<file path="src/rtl/ps2_pkg.sv">
// Shared PS/2 definitions: prefix bytes, handshake FSM states and the
// set-2 scan-code to ASCII table.
package ps2_pkg;

    localparam logic [7:0] PS2_BREAK = 8'hF0;
    localparam logic [7:0] PS2_EXT   = 8'hE0;

    typedef enum logic [1:0] {
        StIdle,
        StPop,
        StSettle
    } state_e;

    // Each entry is {scan_code, ascii}; codes not listed map to 0.
    localparam int unsigned ASCII_N = 38;
    localparam logic [15:0] ASCII_MAP [ASCII_N] = '{
        16'h1C41, 16'h3242, 16'h2143, 16'h2344, 16'h2445, 16'h2B46, 16'h3447,
        16'h3348, 16'h4349, 16'h3B4A, 16'h424B, 16'h4B4C, 16'h3A4D, 16'h314E,
        16'h444F, 16'h4D50, 16'h1551, 16'h2D52, 16'h1B53, 16'h2C54, 16'h3C55,
        16'h2A56, 16'h1D57, 16'h2258, 16'h3559, 16'h1A5A, 16'h4530, 16'h1631,
        16'h1E32, 16'h2633, 16'h2534, 16'h2E35, 16'h3636, 16'h3D37, 16'h3E38,
        16'h4639, 16'h2920, 16'h5A0D
    };

    function automatic logic [7:0] ps2_ascii(input logic [7:0] code);
        logic [7:0] res;
        res = 8'h00;
        for (int i = 0; i < ASCII_N; i++) begin
            if (ASCII_MAP[i][15:8] == code) res = ASCII_MAP[i][7:0];
        end
        return res;
    endfunction

endpackage

</file>
<file path="src/rtl/ps2_key_tracker_if.sv">
// FIFO-side bus between the ps2_keyboard receive FIFO (master) and the
// key tracker (slave).
interface ps2_key_tracker_if;

    logic [7:0] fifo_data;
    logic       fifo_ready;
    logic       fifo_overflow;
    logic       fifo_nextdata_n;

    modport master (
        output fifo_data,
        output fifo_ready,
        output fifo_overflow,
        input  fifo_nextdata_n
    );

    modport slave (
        input  fifo_data,
        input  fifo_ready,
        input  fifo_overflow,
        output fifo_nextdata_n
    );

endinterface

</file>
<file path="src/rtl/keycode_to_ascii.sv">
// Combinational scan-code to ASCII lookup; extended codes have no ASCII.
module keycode_to_ascii
    import ps2_pkg::*;
(
    input  logic [7:0] code,
    input  logic       ext,
    output logic [7:0] ascii
);

    assign ascii = ext ? 8'h00 : ps2_ascii(code);

endmodule

</file>
<file path="src/rtl/ps2_key_tracker.sv">
// PS/2 set-2 key tracker: pops bytes from the ps2_keyboard FIFO, decodes
// E0/F0 prefixes, tracks the held key, filters typematic repeats, counts
// presses and keeps a make-code history.
// Optional: define PS2_KEY_TRACKER_ASCII_EN to add the key_ascii output.
module ps2_key_tracker
    import ps2_pkg::*;
#(
    parameter int unsigned HIST_DEPTH = 3,
    parameter int unsigned CNT_W      = 8
) (
    input  logic                    clk,
    input  logic                    rst,
    ps2_key_tracker_if.slave        fifo,
    output logic [7:0]              key_code,
    output logic                    key_ext,
    output logic                    key_down,
    output logic                    key_event,
    output logic                    key_is_break,
    output logic [CNT_W-1:0]        press_count,
    output logic [8*HIST_DEPTH-1:0] hist,
    output logic                    ovf_sticky
`ifdef PS2_KEY_TRACKER_ASCII_EN
    ,
    output logic [7:0]              key_ascii
`endif
);

    state_e state_q, state_d;
    logic [7:0] byte_q, byte_d;
    logic nextdata_n_q, nextdata_n_d;
    logic brk_pend_q, brk_pend_d, ext_pend_q, ext_pend_d;
    // Held key is kept apart from key_code, which also follows breaks of other keys.
    logic [7:0] held_code_q, held_code_d;
    logic held_ext_q, held_ext_d;
    logic [7:0] key_code_q, key_code_d;
    logic key_ext_q, key_ext_d, key_down_q, key_down_d;
    logic key_event_q, key_event_d, key_is_break_q, key_is_break_d;
    logic [CNT_W-1:0] press_count_q, press_count_d;
    logic [8*HIST_DEPTH-1:0] hist_q, hist_d;
    logic ovf_q, ovf_d;
    logic held_match;

    // Handshake FSM: capture in IDLE, pop in POP, let the FIFO settle.
    always_comb begin
        state_d = state_q;
        byte_d  = byte_q;
        unique case (state_q)
            StIdle: begin
                if (fifo.fifo_ready) begin
                    byte_d  = fifo.fifo_data;
                    state_d = StPop;
                end
            end
            StPop:    state_d = StSettle;
            StSettle: state_d = StIdle;
            default:  state_d = StIdle;
        endcase
        // Registered strobe: low exactly while the FSM sits in POP.
        nextdata_n_d = (state_d != StPop);
        ovf_d = ovf_q | fifo.fifo_overflow;
    end

    assign held_match = key_down_q && (byte_q == held_code_q) && (ext_pend_q == held_ext_q);

    // Byte decode, performed once per consumed byte while in POP.
    always_comb begin
        brk_pend_d     = brk_pend_q;
        ext_pend_d     = ext_pend_q;
        held_code_d    = held_code_q;
        held_ext_d     = held_ext_q;
        key_code_d     = key_code_q;
        key_ext_d      = key_ext_q;
        key_down_d     = key_down_q;
        key_event_d    = 1'b0;
        key_is_break_d = key_is_break_q;
        press_count_d  = press_count_q;
        hist_d         = hist_q;
        if (state_q == StPop) begin
            if (byte_q == PS2_BREAK) begin
                brk_pend_d = 1'b1;
            end else if (byte_q == PS2_EXT) begin
                ext_pend_d = 1'b1;
            end else begin
                brk_pend_d = 1'b0;
                ext_pend_d = 1'b0;
                if (brk_pend_q) begin
                    key_code_d     = byte_q;
                    key_ext_d      = ext_pend_q;
                    key_is_break_d = 1'b1;
                    key_event_d    = 1'b1;
                    if (held_match) key_down_d = 1'b0;
                end else if (!held_match) begin
                    key_code_d     = byte_q;
                    key_ext_d      = ext_pend_q;
                    held_code_d    = byte_q;
                    held_ext_d     = ext_pend_q;
                    key_down_d     = 1'b1;
                    key_is_break_d = 1'b0;
                    key_event_d    = 1'b1;
                    press_count_d  = press_count_q + CNT_W'(1);
                    hist_d         = hist_q << 8;
                    hist_d[7:0]    = byte_q;
                end
            end
        end
    end

    // State register for the handshake and all tracked key state.
    always_ff @(posedge clk or posedge rst) begin
        if (rst) begin
            state_q        <= StIdle;
            byte_q         <= '0;
            nextdata_n_q   <= 1'b1;
            brk_pend_q     <= 1'b0;
            ext_pend_q     <= 1'b0;
            held_code_q    <= '0;
            held_ext_q     <= 1'b0;
            key_code_q     <= '0;
            key_ext_q      <= 1'b0;
            key_down_q     <= 1'b0;
            key_event_q    <= 1'b0;
            key_is_break_q <= 1'b0;
            press_count_q  <= '0;
            hist_q         <= '0;
            ovf_q          <= 1'b0;
        end else begin
            state_q        <= state_d;
            byte_q         <= byte_d;
            nextdata_n_q   <= nextdata_n_d;
            brk_pend_q     <= brk_pend_d;
            ext_pend_q     <= ext_pend_d;
            held_code_q    <= held_code_d;
            held_ext_q     <= held_ext_d;
            key_code_q     <= key_code_d;
            key_ext_q      <= key_ext_d;
            key_down_q     <= key_down_d;
            key_event_q    <= key_event_d;
            key_is_break_q <= key_is_break_d;
            press_count_q  <= press_count_d;
            hist_q         <= hist_d;
            ovf_q          <= ovf_d;
        end
    end

`ifdef PS2_KEY_TRACKER_ASCII_EN
    logic [7:0] ascii_next, key_ascii_q;

    keycode_to_ascii u_ascii (
        .code  (byte_q),
        .ext   (ext_pend_q),
        .ascii (ascii_next)
    );

    // ASCII follows key_code: it only moves when a make/break event fires.
    always_ff @(posedge clk or posedge rst) begin
        if (rst) begin
            key_ascii_q <= '0;
        end else if (key_event_d) begin
            key_ascii_q <= ascii_next;
        end
    end

    assign key_ascii = key_ascii_q;
`endif

    assign fifo.fifo_nextdata_n = nextdata_n_q;
    assign key_code     = key_code_q;
    assign key_ext      = key_ext_q;
    assign key_down     = key_down_q;
    assign key_event    = key_event_q;
    assign key_is_break = key_is_break_q;
    assign press_count  = press_count_q;
    assign hist         = hist_q;
    assign ovf_sticky   = ovf_q;

endmodule

</file>
<file path="src/flat_wrapper.sv">
// flat-port wrapper written by rule: the top's interface ports become plain ports
module ps2_key_tracker_flat import ps2_pkg::*;
#(
    parameter int unsigned HIST_DEPTH = 3,
    parameter int unsigned CNT_W      = 8
)
  (clk, rst, key_code, key_ext, key_down, key_event, key_is_break, press_count, hist, ovf_sticky, fifo_fifo_data, fifo_fifo_ready, fifo_fifo_overflow, fifo_fifo_nextdata_n);
  ps2_key_tracker_if fifo_i ();
  input  logic clk;
  input  logic rst;
  output logic [7:0] key_code;
  output logic key_ext;
  output logic key_down;
  output logic key_event;
  output logic key_is_break;
  output logic [CNT_W-1:0] press_count;
  output logic [8*HIST_DEPTH-1:0] hist;
  output logic ovf_sticky;
  input wire logic [$bits(fifo_i.fifo_data)-1:0] fifo_fifo_data;
  input wire logic [$bits(fifo_i.fifo_ready)-1:0] fifo_fifo_ready;
  input wire logic [$bits(fifo_i.fifo_overflow)-1:0] fifo_fifo_overflow;
  output wire logic [$bits(fifo_i.fifo_nextdata_n)-1:0] fifo_fifo_nextdata_n;
  assign fifo_i.fifo_data = fifo_fifo_data;
  assign fifo_i.fifo_ready = fifo_fifo_ready;
  assign fifo_i.fifo_overflow = fifo_fifo_overflow;
  assign fifo_fifo_nextdata_n = fifo_i.fifo_nextdata_n;
  ps2_key_tracker #(.HIST_DEPTH(HIST_DEPTH), .CNT_W(CNT_W)) u_core (.clk(clk), .rst(rst), .fifo(fifo_i), .key_code(key_code), .key_ext(key_ext), .key_down(key_down), .key_event(key_event), .key_is_break(key_is_break), .press_count(press_count), .hist(hist), .ovf_sticky(ovf_sticky));
endmodule
</file>
<file path="config.mk">
export PLATFORM = sky130hd
export DESIGN_NAME = ps2_key_tracker_flat
export DESIGN_NICKNAME = d
export VERILOG_FILES = /design/src/rtl/ps2_pkg.sv /design/src/rtl/ps2_key_tracker_if.sv /design/src/rtl/keycode_to_ascii.sv /design/src/rtl/ps2_key_tracker.sv /design/src/flat_wrapper.sv
export SDC_FILE = /design/constraint.sdc
export NUM_CORES = 1
export LEC_CHECK = 0
export ABC_AREA = 1
export BUFFER_PORTS_ARGS = -buffer_cell sky130_fd_sc_hd__buf_2
export CORE_ASPECT_RATIO = 1.2
export CORE_MARGIN = 8
export CORE_UTILIZATION = 48
export DETAILED_ROUTE_END_ITERATION = 8
export PLACE_DENSITY = 0.8
export SYNTH_ARGS = -nofsm -noshare
export SYNTH_HDL_FRONTEND = slang
export SYNTH_HIERARCHICAL = 1
export SYNTH_SLANG_ARGS = --single-unit
</file>
<file path="constraint.sdc">
create_clock -name clk -period 1.6 [get_ports clk]
set_input_delay 0.16 -clock clk [delete_from_list [all_inputs] [get_ports clk]]
set_output_delay 0.16 -clock clk [all_outputs]
set_load 0.02 [all_outputs]
</file>
# == Word level (Yosys, flattened, before mapping) ==
# Index checks and enable logic that the tools add are counted.
# Widths: inputs -> output; s select.
# word_totals
ff_bits,67
in_bits,12
output_inout_bits,46
word_cells,58
# classes
add_sub_neg,1
n_eq_ne,9
mux,19
bitwise,5
n_reduce_logical,9
# op_table
cell,n
$eq 8x8->1 const B,2
$mux 8,2
$mux 1,15
$reduce_and 5->1,2
$add 8x1->8 const B,1
$eq 8x8->1,1
$ne 2x1->1 const B,3
$reduce_and 2->1,3
$not 1->1,4
$pmux 2 s2,1
$reduce_and 4->1,1
$eq 2x1->1 const B,1
$logic_and 1x1->1,2
$logic_not 2->1,1
$mux 2,1
$ne 2x2->1 const B,1
$eq 1x1->1,1
$or 1x1->1,1

# == Longest topological paths before layout ==
# depth
word_depth,8
ltp_mapped,16
ltp_nobuf,14

# == Worst setup path after synthesis ==
# No wires, ideal clock.
# synth_timing
path_kind,reg2reg
startpoint,register u_core.held_code_q[2]
endpoint,register u_core.key_code_q[2] (netlist: u_core/key_code[2])
setup_ns,0.127
arrival_ns,1.763
required_time_ns,1.473
path_slack_ns,-0.290
stages_incl_launch_ff,13
n_path_buf,2
synth_period_minus_slack_ns,1.890
path_cell_list,dfrtp_1 -> or2_2 -> nand3_1 -> nor2_2 -> nand2_4 -> buf_2 -> inv_1 -> ha_1 -> inv_1 -> nand2_1 -> buf_4 -> nand2_1 -> o21ai_0
# synth_between
elab_chain_cells,5
# synth_lines
item,line_no,source
"start, declared",ps2_key_tracker.sv:33,"logic [7:0] held_code_q, held_code_d;"
"start signal, assigned",ps2_key_tracker.sv:132,held_code_q <= held_code_d;
$eq 8x8->1,ps2_key_tracker.sv:63,assign held_match = key_down_q && (byte_q == held_code_q) && (ext_pend_q == held_ext_q);
$logic_and 1x1->1 (2 in a row),ps2_key_tracker.sv:63,
$ne 2x1->1 (no source line),-,
$reduce_and 4->1 (no source line),-,
"end signal, assigned",ps2_key_tracker.sv:134,key_code_q <= key_code_d;
"end, declared",ps2_key_tracker.sv:35,"logic [7:0] key_code_q, key_code_d;"
# Every way passes these cells.
# A chain may end at the register's enable or synchronous reset.

# == Worst setup path after layout ==
# layout_timing
startpoint,register u_core.byte_q[2]
endpoint,register u_core.key_code_q[7] (netlist: u_core/key_code[7])
# layout_between
elab_chain_cells,5
elab_cells_between_ends,9
classes_between,eq/ne (4); bitwise (2); reduce/logical (3)
# layout_lines
item,line_no,source
"start, declared",ps2_key_tracker.sv:29,"logic [7:0] byte_q, byte_d;"
"start signal, assigned",ps2_key_tracker.sv:128,byte_q <= byte_d;
$eq 8x8->1,ps2_key_tracker.sv:63,
$logic_and 1x1->1 (2 in a row),ps2_key_tracker.sv:63,
$ne 2x1->1 (no source line),-,
$reduce_and 4->1 (no source line) (*),-,
# Mark *: on every way between the ends. The rest lies on a longest branch, timed or not.

==> results.yml <==
run_status:
  status: "complete, but fails checks"
  violations: "setup timing"
clock_network:
  cts_tree: "built"
  clk_path_buf_depth: 2
  cts.sinks: 59
  path_clk_slew_ns: 0.07
  cts_buffers: 9
  cts-root-buf: "clkbuf_8"
  insertion_delay_ns: 0.35
  htreeDepth: 3
yosys:
  syn_inst: 300
  syn_avg_cell_area_sq_um: 8.67
  syn_nets: 314
  ys.flop_type: "dfrtp_1"
  synth-seq-area-share: 0.568
  yosys.area.top_type: "dfrtp_1"
  syn_area_sq_um: 2600
  ys_top_cells_by_area: "dfrtp_1 (56%), nand2_1 (17%), nand3_1 (7.1%)"
  yosysUniqueCellTypes: 24
  ys_warn_count: 6
  ys_async_sr_fraction: 1.00
  ys_ff_latch: 59
  synth_edf_count: 0
  synth_top_area_frac: 0.558
drt:
  ant_nets: 0
  routed_via_density: 5.20
  drc: 0
  drt_iter0_markers: 190
  wl_per_cell_microns: 15.9
  drt_pass1_iterations: 4
  vias: 2414
  totalWireLength_mm: 7.39
floorplanning:
  core_sq_um: 5260
  rows: 29
  die_height_microns: 96.7
  design.die.area_sq_um: 8040
  ioPinCount: 58
  die_w_microns: 83.2
  initial_utilization: 0.495
placement:
  place_ws_ns: -0.103
  gp_congestion: 0.824
  portBuffers: 57
  hpwlAfterDp_mm: 4.44
  dp_cells: 429
worst_setup_path:
  cpMostUsedCell: "nor2_4"
  start_kind: "flop"
  critical_path.slowest_cell: "dfrtp_1"
  worstPathRequired_ns: 1.84
  critPathKind: "flop to flop"
  max_stage_delay_ns: 0.40
  worstPathCellList: "inv_2 > buf_6 > nand2_4 > nor2_4 > inv_2 > nor2_4 > buf_4 > nor2_4 > nand2_8 > buf_12 > inv_4 > nand2_2 > nand2_1"
  arrival_ns: 1.90
  cp_num_buf_inv: 6
  crit_fanout: 7
  crit_family: "simple AND/OR/NAND/NOR gates"
  cp-end-kind: "flop"
timing:
  fin_skew_ns: 0.0112
  worstMarginPinSlew_ns: 0.317
  slew_violations: 0
  max_freq_ghz: 0.600
  rsz0062_at_grt: "yes"
  period_needed_ns: 1.67
  setup_violations: 42
  slew_headroom: 0.789
  setup_ws_ns: -0.0672
  hold_viol_final: 0
  min_period_over_period: 1.04
grt:
  antenna_found_initial: 0
  grt_max_degree: 60
  gr-total-overflow: 0
  first_global_vias: 2415
  track_usage: 0.171
  grt_pass1_wl_mm: 11.5
power:
  power.density_nw_per_um2: 1800
  power.leakage_uw: 0.00197
  irDropWorstVdd_mv: 1.05
hold_path:
  hold_class: "input port to flop"
final_layout:
  antennaDiodeCount: 0
  layout_commonest_cell: "nand2_1"
  syn_to_final_growth_pct: 41.8
  layout-drive-gt1-share: 0.396
  layout_common_cells: "nand2_1 (107), buf_2 (57), dfrtp_1 (51)"
  nNetsFinal: 411
  fill_cells: 384
  fin_cells: 464
job:
  max_cap_violations: 0
==> metal layers <==
metal | global-route usage | share of wire
met5 | 0 | 0
met4 | 0.0881 | 0.024
met3 | 0.0503 | 0.055
met2 | 0.272 | 0.50
met1 | 0.205 | 0.42
==> path summary, 6_finish.rpt <==
path | cells past startpoint | start | endpoint | slack [ns]
max in group asynchronous | 4 | rst | u_core/fifo.fifo_nextdata_n | 0.88
max reg2reg | 13 | u_core/byte_q[2] | u_core/key_code[7] | -0.07
min reg2reg | 2 | u_core/hist[16] | u_core/hist[16] | 0.47
min | 3 | fifo_fifo_data[6] | u_core/byte_q[6] | 0.03
max | 13 | u_core/byte_q[2] | u_core/key_code[7] | -0.07
min in group asynchronous | 4 | rst | u_core/key_code[4] | 0.42
==> repair_timing <==
| action | 4_1_cts | 5_1_grt |
|---|---|---|
| hold buffers | 2 | 0 |
| gates resized for setup | 10 | 25 |
| pin swaps | 6 | 12 |
| gates cloned | 1 | 4 |
| hold endpoints to repair | 59 | 0 |
| setup endpoints to repair | 43 | 46 |
| buffers inserted | 8 | 5 |
==> per-stage QoR <==
step                      hold slack, ns  TNS (ns)  total power, uW  instance area [sq um]   util
after global routing              0.0355     -3.97             7040                   3690  0.702
after floorplan                    0.259    -0.535             3820                   2660      -
after global placement             0.262    -0.290             4660                   3120  0.594
after CTS                         0.0172  -0.00749             6420                   3500  0.665
final                             0.0300     -1.36             6650                   3690  0.702
after detailed placement           0.267     -2.60             4750                   3120  0.594
==> registers in the layout, indices dropped and copies added, names as in the netlist <==
signal                       flops
u_core/byte_q                    8
u_core/brk_pend_q                1
u_core/hist                     17
u_core/held_code_q               7
u_core/state_q                   2
u_core/ext_pend_q                1
u_core/press_count               8
u_core/held_ext_q                1
u_core/key_is_break              1
u_core/key_ext                   1
u_core/key_code                  8
u_core/fifo.fifo_nextdata_n      1
u_core/key_event                 1
u_core/key_down                  1
u_core/ovf_sticky                1
==> synthesized netlist by cell type, types with 3 or more instances <==
library cell / count
inv_2: 6
nor2_2: 4
o21ai_0: 14
nand3_1: 37
xor2_1: 3
nor2_1: 8
xnor2_1: 6
nand2_1: 117
buf_6: 3
inv_1: 17
dfrtp_1: 58
o21ai_1: 4
buf_2: 7
==> cell type report <==
class / instances / area (sq um) / share of cell area
clock buffer: 10 / 138 / 0.0373
multi-input combinational: 207 / 1080 / 0.294
tap: 62 / 77.6 / 0.0210
inverter: 23 / 95.1 / 0.0258
timing repair buffer: 97 / 722 / 0.196
sequential: 59 / 1490 / 0.403
clock inverter: 6 / 88.8 / 0.0241
==> cell families after synthesis <==
family | synth area share
buffers and inverters | 0.0639
DFF | 0.568
AOI/OAI and AO/OA | 0.0385
adders and majority gates | 0.00961
xor gates and xnor gates | 0.0303
and+or+nand+nor | 0.290
==> worst register-to-register path, stage by stage, from the launching register on <==
cell	delay [ns]
dfrtp_1	0.40
inv_2	0.08
buf_6	0.12
nand2_4	0.06
nor2_4	0.16
inv_2	0.07
nor2_4	0.14
buf_4	0.14
nor2_4	0.05
nand2_8	0.10
buf_12	0.12
inv_4	0.03
nand2_2	0.04
nand2_1	0.04
==> power breakdown <==
part	total (uW)	internal (uW)	switching, uW	leakage (uW)
Clock	1540	918	622	0.000108
Sequential	2440	2010	433	0.000742
Combinational	2660	1070	1600	0.00112
Total	6650	3990	2650	0.00197
No activity file was read; power rests on OpenSTA's default activity.
